--- config.mk ---
export PLATFORM = sky130hd
export DESIGN_NAME = hazard_ctrl
export DESIGN_NICKNAME = d
export VERILOG_FILES = /design/src/rtl/pipe_pkg.sv /design/src/rtl/fwd_sel.sv /design/src/rtl/hazard_ctrl.sv
export SDC_FILE = /design/constraint.sdc
export NUM_CORES = 1
export LEC_CHECK = 0
export ABC_AREA = 0
export BUFFER_PORTS_ARGS = -buffer_cell sky130_fd_sc_hd__buf_2
export CAP_MARGIN = 40
export CORE_UTILIZATION = 45
export CTS_CLUSTER_SIZE = 8
export DETAILED_ROUTE_END_ITERATION = 8
export HOLD_SLACK_MARGIN = 0.15
export PLACE_DENSITY = 0.72
export SETUP_SLACK_MARGIN = 0.5
export SYNTH_ARGS = -nofsm -noshare
export SYNTH_HDL_FRONTEND = slang
export SYNTH_SLANG_ARGS = --single-unit
--- constraint.sdc ---
create_clock -name clk -period 3.4 [get_ports clk]
set_input_delay 0.17 -clock clk [delete_from_list [all_inputs] [get_ports clk]]
set_output_delay 0.17 -clock clk [all_outputs]
set_load 0.05 [all_outputs]
--- src/rtl/pipe_pkg.sv ---
// rtl/pipe_pkg.sv - shared encodings for the hazard controller
package pipe_pkg;

  // Forwarding select encodings for the execute-stage operand muxes
  localparam logic [1:0] FWD_RF  = 2'b00;
  localparam logic [1:0] FWD_MEM = 2'b10;
  localparam logic [1:0] FWD_WB  = 2'b01;

  // ResultSrcE value that marks a load in execute
  localparam logic [1:0] RESULT_LOAD = 2'b01;

  // Memory-wait FSM states
  typedef enum logic [1:0] {
    RUN      = 2'd0,
    MEM_WAIT = 2'd1,
    FAULT    = 2'd2
  } mem_state_t;

endpackage

--- src/rtl/fwd_sel.sv ---
// rtl/fwd_sel.sv - per-operand forwarding comparator
module fwd_sel
  import pipe_pkg::*;
(
  input  logic [4:0] rs,
  input  logic [4:0] rd_m,
  input  logic       reg_write_m,
  input  logic [4:0] rd_w,
  input  logic       reg_write_w,
  output logic [1:0] sel
);

  // M stage wins over W; x0 is never forwarded
  always_comb begin
    sel = FWD_RF;
    if (reg_write_m && (rd_m != 5'd0) && (rd_m == rs)) begin
      sel = FWD_MEM;
    end else if (reg_write_w && (rd_w != 5'd0) && (rd_w == rs)) begin
      sel = FWD_WB;
    end
  end

endmodule

--- src/rtl/hazard_ctrl.sv ---
// rtl/hazard_ctrl.sv - pipeline hazard, forwarding and memory-wait controller
module hazard_ctrl
  import pipe_pkg::*;
#(
  parameter int TIMEOUT = 16,
  parameter int CNT_W   = 32
) (
  input  logic             clk,
  input  logic             reset,
  input  logic [4:0]       Rs1D,
  input  logic [4:0]       Rs2D,
  input  logic [4:0]       Rs1E,
  input  logic [4:0]       Rs2E,
  input  logic [4:0]       RdE,
  input  logic [4:0]       RdM,
  input  logic [4:0]       RdW,
  input  logic             RegWriteM,
  input  logic             RegWriteW,
  input  logic [1:0]       ResultSrcE,
  input  logic             PCSrcE,
  input  logic             MemReqM,
  input  logic             dmem_ready,
  output logic [1:0]       ForwardAE,
  output logic [1:0]       ForwardBE,
  output logic             StallF,
  output logic             StallD,
  output logic             StallE,
  output logic             StallM,
  output logic             FlushD,
  output logic             FlushE,
  output logic             FlushW,
  output logic             mem_fault,
  output logic [CNT_W-1:0] stall_cnt,
  output logic [CNT_W-1:0] flush_cnt
);

  localparam int WAIT_W = $clog2(TIMEOUT + 1);

  mem_state_t        state, state_next;
  logic [WAIT_W-1:0] wait_cnt, wait_next;
  logic              freeze;
  logic              load_use;

  fwd_sel u_fwd_a (
    .rs          (Rs1E),
    .rd_m        (RdM),
    .reg_write_m (RegWriteM),
    .rd_w        (RdW),
    .reg_write_w (RegWriteW),
    .sel         (ForwardAE)
  );

  fwd_sel u_fwd_b (
    .rs          (Rs2E),
    .rd_m        (RdM),
    .reg_write_m (RegWriteM),
    .rd_w        (RdW),
    .reg_write_w (RegWriteW),
    .sel         (ForwardBE)
  );

  assign load_use = (ResultSrcE == RESULT_LOAD) && (RdE != 5'd0) &&
                    ((RdE == Rs1D) || (RdE == Rs2D));

  // Memory-wait FSM: wait_cnt counts frozen cycles including the entry cycle
  always_comb begin
    state_next = state;
    wait_next  = wait_cnt;
    freeze     = 1'b0;
    case (state)
      RUN: begin
        if (MemReqM && !dmem_ready) begin
          freeze     = 1'b1;
          state_next = MEM_WAIT;
          wait_next  = WAIT_W'(1);
        end
      end
      MEM_WAIT: begin
        if (dmem_ready) begin
          state_next = RUN;
          wait_next  = '0;
        end else begin
          freeze    = 1'b1;
          wait_next = wait_cnt + WAIT_W'(1);
          if (wait_cnt == WAIT_W'(TIMEOUT - 1)) begin
            state_next = FAULT;
          end
        end
      end
      FAULT: begin
        freeze = 1'b1;
      end
      default: begin
        state_next = RUN;
        wait_next  = '0;
      end
    endcase
  end

  // Stall/flush steering: reset forces idle, freeze dominates, branch beats load-use
  always_comb begin
    StallF = 1'b0;
    StallD = 1'b0;
    StallE = 1'b0;
    StallM = 1'b0;
    FlushD = 1'b0;
    FlushE = 1'b0;
    FlushW = 1'b0;
    if (!reset) begin
      if (freeze) begin
        StallF = 1'b1;
        StallD = 1'b1;
        StallE = 1'b1;
        StallM = 1'b1;
        FlushW = 1'b1;
      end else if (PCSrcE) begin
        FlushD = 1'b1;
        FlushE = 1'b1;
      end else if (load_use) begin
        StallF = 1'b1;
        StallD = 1'b1;
        FlushE = 1'b1;
      end
    end
  end

  // State register, wait counter and sticky fault flag
  always_ff @(posedge clk or posedge reset) begin
    if (reset) begin
      state     <= RUN;
      wait_cnt  <= '0;
      mem_fault <= 1'b0;
    end else begin
      state    <= state_next;
      wait_cnt <= wait_next;
      if (state_next == FAULT) begin
        mem_fault <= 1'b1;
      end
    end
  end

  // Debug event counters, free-running with wraparound
  always_ff @(posedge clk or posedge reset) begin
    if (reset) begin
      stall_cnt <= '0;
      flush_cnt <= '0;
    end else begin
      stall_cnt <= stall_cnt + CNT_W'(StallF);
      flush_cnt <= flush_cnt + CNT_W'(PCSrcE && !freeze);
    end
  end

endmodule

## Word-level counts from Yosys, hierarchy flattened

Cells that the tools add are included.

- Flip-flop bits (word level): 72
- Bits of input ports: 44
- Output and inout port bits: 76
- Word-level logic and storage cells: 65

- Add/sub/neg operators: 3
- Equal/unequal tests: 12
- Muxes and demuxes: 26
- Bitwise gates (word level): 1
- Reduce and logical (&&, ||, !) cells: 18

Operator list:

| operator | number |
|---|---|
| $add A32 B1 Y32 | 2 |
| $eq A5 B5 Y1 | 6 |
| $mux W1 | 16 |
| $pmux W5 S3 | 1 |
| $reduce_bool A5 Y1 | 3 |
| $logic_and A1 B1 Y1 | 10 |
| $mux W2 | 5 |
| $mux W5 | 2 |
| $pmux W2 S3 | 1 |
| $add A5 B1 Y5 const B | 1 |
| $eq A5 B4 Y1 const B | 1 |
| $eq A2 B1 Y1 const B | 2 |
| $eq A2 B2 Y1 const B | 2 |
| $pmux W1 S3 | 1 |
| $logic_not A1 Y1 | 2 |
| $logic_not A2 Y1 | 1 |
| $ne A2 B2 Y1 const B | 1 |
| $reduce_and A2 Y1 | 1 |
| $logic_or A1 B1 Y1 | 1 |
| $not A1 Y1 | 1 |

## Longest topological paths before layout

- Depth in word-level cells: 8
- Mapped depth: 11
- Mapped depth without buffers: 9

## Cells and area by module

From an unflattened synthesis, not the netlist that was laid out.

- Cell total of the unflattened synthesis: 346
- Area, all modules: 3653.5 µm²

By module, submodules not included:

| module | instances | cells an instance | area an instance (µm²) | sequential area each (µm²) |
|---|---|---|---|---|
| hazard_ctrl | 1 | 306 | 3350.7 | 1801.7 |
| fwd_sel | 2 | 20 | 151.4 | 0.0 |

## Worst setup path after synthesis

No wires, ideal clock.

- Path kind: input-to-reg
- Start: input RdE[2]
- End: register stall_cnt[26]
- Library setup time: 145 ps
- Arrival time: 3247 ps
- Required time: 3255 ps
- Setup slack: 8 ps
- Cell stages on the path: 10
- Buffers on the path: 1
- Cell sequence: xor2_1 -> nor3_1 -> a22oi_1 -> o32ai_1 -> ha_1 -> ha_1 -> nand4_1 -> clkbuf_1 -> nor4_1 -> xor2_1

- Cells in the longest elaborated chain, start to end: 8
- Elaborated cells between the ends (all ways): 11
- Those cells by class: add/sub (1); eq/ne (2); mux (4); reduce/logical (4)

RTL lines:

| element | line | text |
|---|---|---|
| from (decl) | hazard_ctrl.sv:14 | `input logic [4:0] RdE,` |
| $eq A5 B5 Y1 / $reduce_bool A5 Y1 (equally long branches) | hazard_ctrl.sv:63, hazard_ctrl.sv:62 |  |
| $logic_or A1 B1 Y1 / $logic_and A1 B1 Y1 (equally long branches) | hazard_ctrl.sv:63, hazard_ctrl.sv:62 |  |
| $logic_and A1 B1 Y1 * | hazard_ctrl.sv:62 | `assign load_use = (ResultSrcE == RESULT_LOAD) && (RdE != 5'd0) &&` |
| $mux W1 * (4 in a row) | - |  |
| via StallD | hazard_ctrl.sv:26 | `output logic StallD,` |
| $add A32 B1 Y32 * | hazard_ctrl.sv:148 | `stall_cnt <= stall_cnt + CNT_W'(StallF);` |
| to (signal assigned) | hazard_ctrl.sv:148 |  |
| to (decl) | hazard_ctrl.sv:33 | `output logic [CNT_W-1:0] stall_cnt,` |

The timed path passes the listed nets; every way through them passes the cells marked *.
A chain may end at the register's enable or synchronous reset.

## Worst setup path after layout

- Start: register state[0]
- End: register flush_cnt[24]

- Cells in the longest elaborated chain, start to end: 5
- Elaborated cells between the ends (all ways): 7
- Those cells by class: add/sub (1); eq/ne (2); mux (1); reduce/logical (3)

RTL lines:

| element | line | text |
|---|---|---|
| from (decl) | hazard_ctrl.sv:39 | `mem_state_t state, state_next;` |
| from (signal assigned) | hazard_ctrl.sv:134 | `state <= state_next;` |
| $eq A2 B2 Y1, or another cell as far along | hazard_ctrl.sv:70 | `case (state)` |
| $pmux W1 S3 * | hazard_ctrl.sv:70 |  |
| $logic_not A1 Y1 * | hazard_ctrl.sv:149 | `flush_cnt <= flush_cnt + CNT_W'(PCSrcE && !freeze);` |
| $logic_and A1 B1 Y1 * | hazard_ctrl.sv:149 |  |
| $add A32 B1 Y32 * | hazard_ctrl.sv:149 |  |
| to (signal assigned) | hazard_ctrl.sv:149 |  |
| to (decl) | hazard_ctrl.sv:34 | `output logic [CNT_W-1:0] flush_cnt` |

Mark *: on every way between the ends. The rest lies on a longest branch, timed or not.

==> results.txt <==
The run finished with clean final reports. The global-route wire length before repair is 13600 um, and the switching share of power is 0.346. The remaining max-slew budget at the tightest pin is 0.505, and the number of nets in the finished design is 524. For the final wirelength, the log shows 8030 um. Final count of pins violating max slew: 0. Via count of the first global-routing pass: 2972. By area the synthesized netlist is led by sky130_fd_sc_hd__dfrtp_1 49%, sky130_fd_sc_hd__xor2_1 13%, sky130_fd_sc_hd__xnor2_1 9.3%.

At the pin with the least slew margin, the transition time is 742 ps. Initial cell density of the core: 0.470. The tree is rooted in a sky130_fd_sc_hd__clkbuf_8. IR analysis of the VDD net gives a maximum drop of 0.000457 V. The width of the chip came out at 92.6 um. Dividing the detail-routed via count by the number of cells gives 5.16. The detail route stage leaves a number of antenna-violating nets equal to 0.

0 antenna diodes ended up in the layout. The initial antenna violation count was 0; the first-pass iteration count of the detailed router was 4. At the later pin of the worst-skew pair, clock insertion delay measures 330 ps. The run gives 7850 um2 as the standard cell core area.

The detailed router placed 2996 vias in this run. The total track usage is 0.199. By instance count, the leading cell after synthesis is sky130_fd_sc_hd__dfrtp_1. The fraction of final layout cells sized beyond drive strength 1 came out at 0.319. The die covers 8570 um2. The logs give 0 for the final count of hold timing violations and 78 for the number of DRC markers in iteration 0. STA puts the critical path data required time at 3660 ps.

Total standard cell area after synthesis: 3690 um2. Final setup violation count: 0. The final HPWL from detailed placement is 6040 um, and the power share of the sequential group is 0.451.

The clock share of power is 0.317. Setup total negative slack: 0 ps. The share of the synthesized area in the top cell type came out at 0.488. For this design the ratio of total power to cell area is 490 nW/um2. For this run, the leading register cell type out of synthesis is sky130_fd_sc_hd__dfrtp_1.

The run gives 0.232 as the combinational share of power. The largest total area in the synthesized netlist belongs to sky130_fd_sc_hd__dfrtp_1. TritonCTS built the clock tree. Largest fanout on the critical path: 9. The critical path in this run is classified as flop to flop. The global-route congestion overflow total is 0, and the share of the cycle needed by the critical path after routing is 0.794.

The worst path in the final design needs a cycle of 2700 ps, including I/O delays and setup. The tools report the sequential share of the synthesized area as 0.488. The logs give 397 for the synthesized netlist net count and 32 for the row count. The tools report the distinct cell type count after synthesis as 36. By count the netlist is led by 72 x sky130_fd_sc_hd__dfrtp_1, 53 x sky130_fd_sc_hd__xor2_1, 39 x sky130_fd_sc_hd__xnor2_1. At the worst endpoint, the arrival time is 2960 ps. For the smallest hold slack, the log shows 221 ps. Pin placement for this block handled 120 I/O pins. In this run, synthesis produced a sequential element count of 72. At the end of routability-driven placement, the weighted congestion stood at 0.766. For the power spent charging and discharging nets, the log shows 0.788 mW. Worst hold path class: input pin to flop.

Dividing the synthesized area by the synthesized cell count gives 10.6 um2. Cell internal power was estimated by the tool at 1.49 mW. The tools report the number of warnings issued by yosys as 0. The standby leakage power was 2.38 nW. The largest buffer count on any clock path was 2; the clock slew at the register clock pins of the worst setup and hold paths was 70 ps. For the cell count after synthesis, the log shows 347. The largest net degree at the start of global routing was 40. The area growth from synthesis to layout is 25.8%. Between clock sinks in the finished design, the worst skew comes to 7.64 ps. The element type at the critical path end is a flop. STA classifies the critical path startpoint as a flop. Max-cap violations in this run came to 0.

The overall die height is 92.6 um. Setup repair after global routing left no endpoint under its margin. The share of flip-flops with an asynchronous set or reset after synthesis came out at 1.00.

The number of clock buffers added by TritonCTS is 9. For this run, design rule violations remaining after detail routing come to 0. Dividing the detail-routed wire length by the instance count gives 13.8 um. The number of flops mapped to enable cells by yosys was 0; the number of levels in the clock H-tree was 3.

Timing would allow up to 370 MHz. The tree built by TritonCTS fans out to 72 sinks. Buffers placed on the I/O ports in this run total 119.
## final timing paths
check,slack [ps],start,cells past startpoint,endpoint
setup / recovery,700,state[0],9,flush_cnt[24]
hold / removal,220,PCSrcE,3,flush_cnt[0]
setup reg to reg,700,state[0],9,flush_cnt[24]
hold reg to reg,480,flush_cnt[31],1,flush_cnt[31]
max in group asynchronous,1850,reset,4,state[0]
min in group asynchronous,550,reset,3,mem_fault
## cell usage in the layout (no fill, tap or decap), types with 6 or more instances in the layout
master                     instances
sky130_fd_sc_hd__buf_2           119
sky130_fd_sc_hd__dfrtp_1          71
sky130_fd_sc_hd__xor2_1           53
sky130_fd_sc_hd__xnor2_1          39
sky130_fd_sc_hd__nand2_1          30
sky130_fd_sc_hd__nand3_1          29
sky130_fd_sc_hd__nor2_1           16
sky130_fd_sc_hd__nand4_1          14
sky130_fd_sc_hd__clkbuf_8         13
sky130_fd_sc_hd__nor4_1           12
sky130_fd_sc_hd__inv_1             8
sky130_fd_sc_hd__nor3_1            8
sky130_fd_sc_hd__and3_1            8
sky130_fd_sc_hd__nor4_2            7
sky130_fd_sc_hd__o21ai_0           6
sky130_fd_sc_hd__ha_1              6
## power by group through the flow
| stage | logic [mW] | clock network [mW] | registers (mW) |
|---|---|---|---|
| after floorplan | 0.153 | 0 | 1.26 |
| after global routing | 0.564 | 0.774 | 1.04 |
| after CTS | 0.532 | 0.738 | 1.03 |
| after global placement | 0.518 | 0 | 1.04 |
| after detailed placement | 0.531 | 0 | 1.04 |
| final | 0.527 | 0.723 | 1.03 |
## state kept, by name (all words and copies together) (netlist names)
name / cells
state: 2
flush_cnt: 32
stall_cnt: 32
wait_cnt: 5
mem_fault: 1
## through the flow
step	area [um2]	total power [mW]	util	worst slack, ps	instances
6_report	4640	2.28	0.592	700	581
4_1_cts	4640	2.30	0.592	635	581
3_3_place_gp	4410	1.56	0.562	608	564
5_1_grt	4640	2.38	0.592	557	581
2_1_floorplan	3710	1.41	-	573	347
3_5_place_dp	4410	1.57	0.562	493	564
## cells by family (layout without fill, tap and decap cells)
family	after synthesis	count (layout)	share of synthesized area
adders and majority gates	6	6	0.0203
xor gates and xnor gates	92	92	0.218
muxes	1	1	0.00271
AOI/OAI and AO/OA	14	14	0.0237
buffers and inverters	16	148	0.0214
and+or+nand+nor	146	146	0.225
DFF	72	72	0.488
## routing by layer
layer | up-vias | GRT usage | wire (um)
met4 | 0 | 0.0664 | 88
met2 | 92 | 0.328 | 3800
li1 | 1466 | - | -
met5 | - | 0 | 0
met1 | 1431 | 0.261 | 3750
met3 | 7 | 0.0402 | 398
## worst max-delay path, cell delays in order, from the launching register on
cell and delay [ps]:
sky130_fd_sc_hd__dfrtp_2 430, sky130_fd_sc_hd__nand2b_1 170, sky130_fd_sc_hd__o31a_1 240, sky130_fd_sc_hd__and2_1 150, sky130_fd_sc_hd__ha_1 190, sky130_fd_sc_hd__ha_1 220
sky130_fd_sc_hd__and4_4 250, sky130_fd_sc_hd__or4b_4 570, sky130_fd_sc_hd__nor4_4 250, sky130_fd_sc_hd__xor2_1 160
## layout make-up
type                       instances  area, um2
sequential                        72       1800
tap                              102        128
clock inverter                     2       35.0
fill                             684       3200
clock buffer                      14        183
inverter                           9       33.8
timing repair buffer             123        628
multi-input combinational        259       1830
## repair_timing
item	in CTS	in global routing
hold buffers	1	0
endpoints found under the hold margin	33	0
buffers inserted	0	0
pin swaps	0	0
setup endpoints to repair	3	2
gates resized for setup	1	1
(Power assumes the default switching activity.)
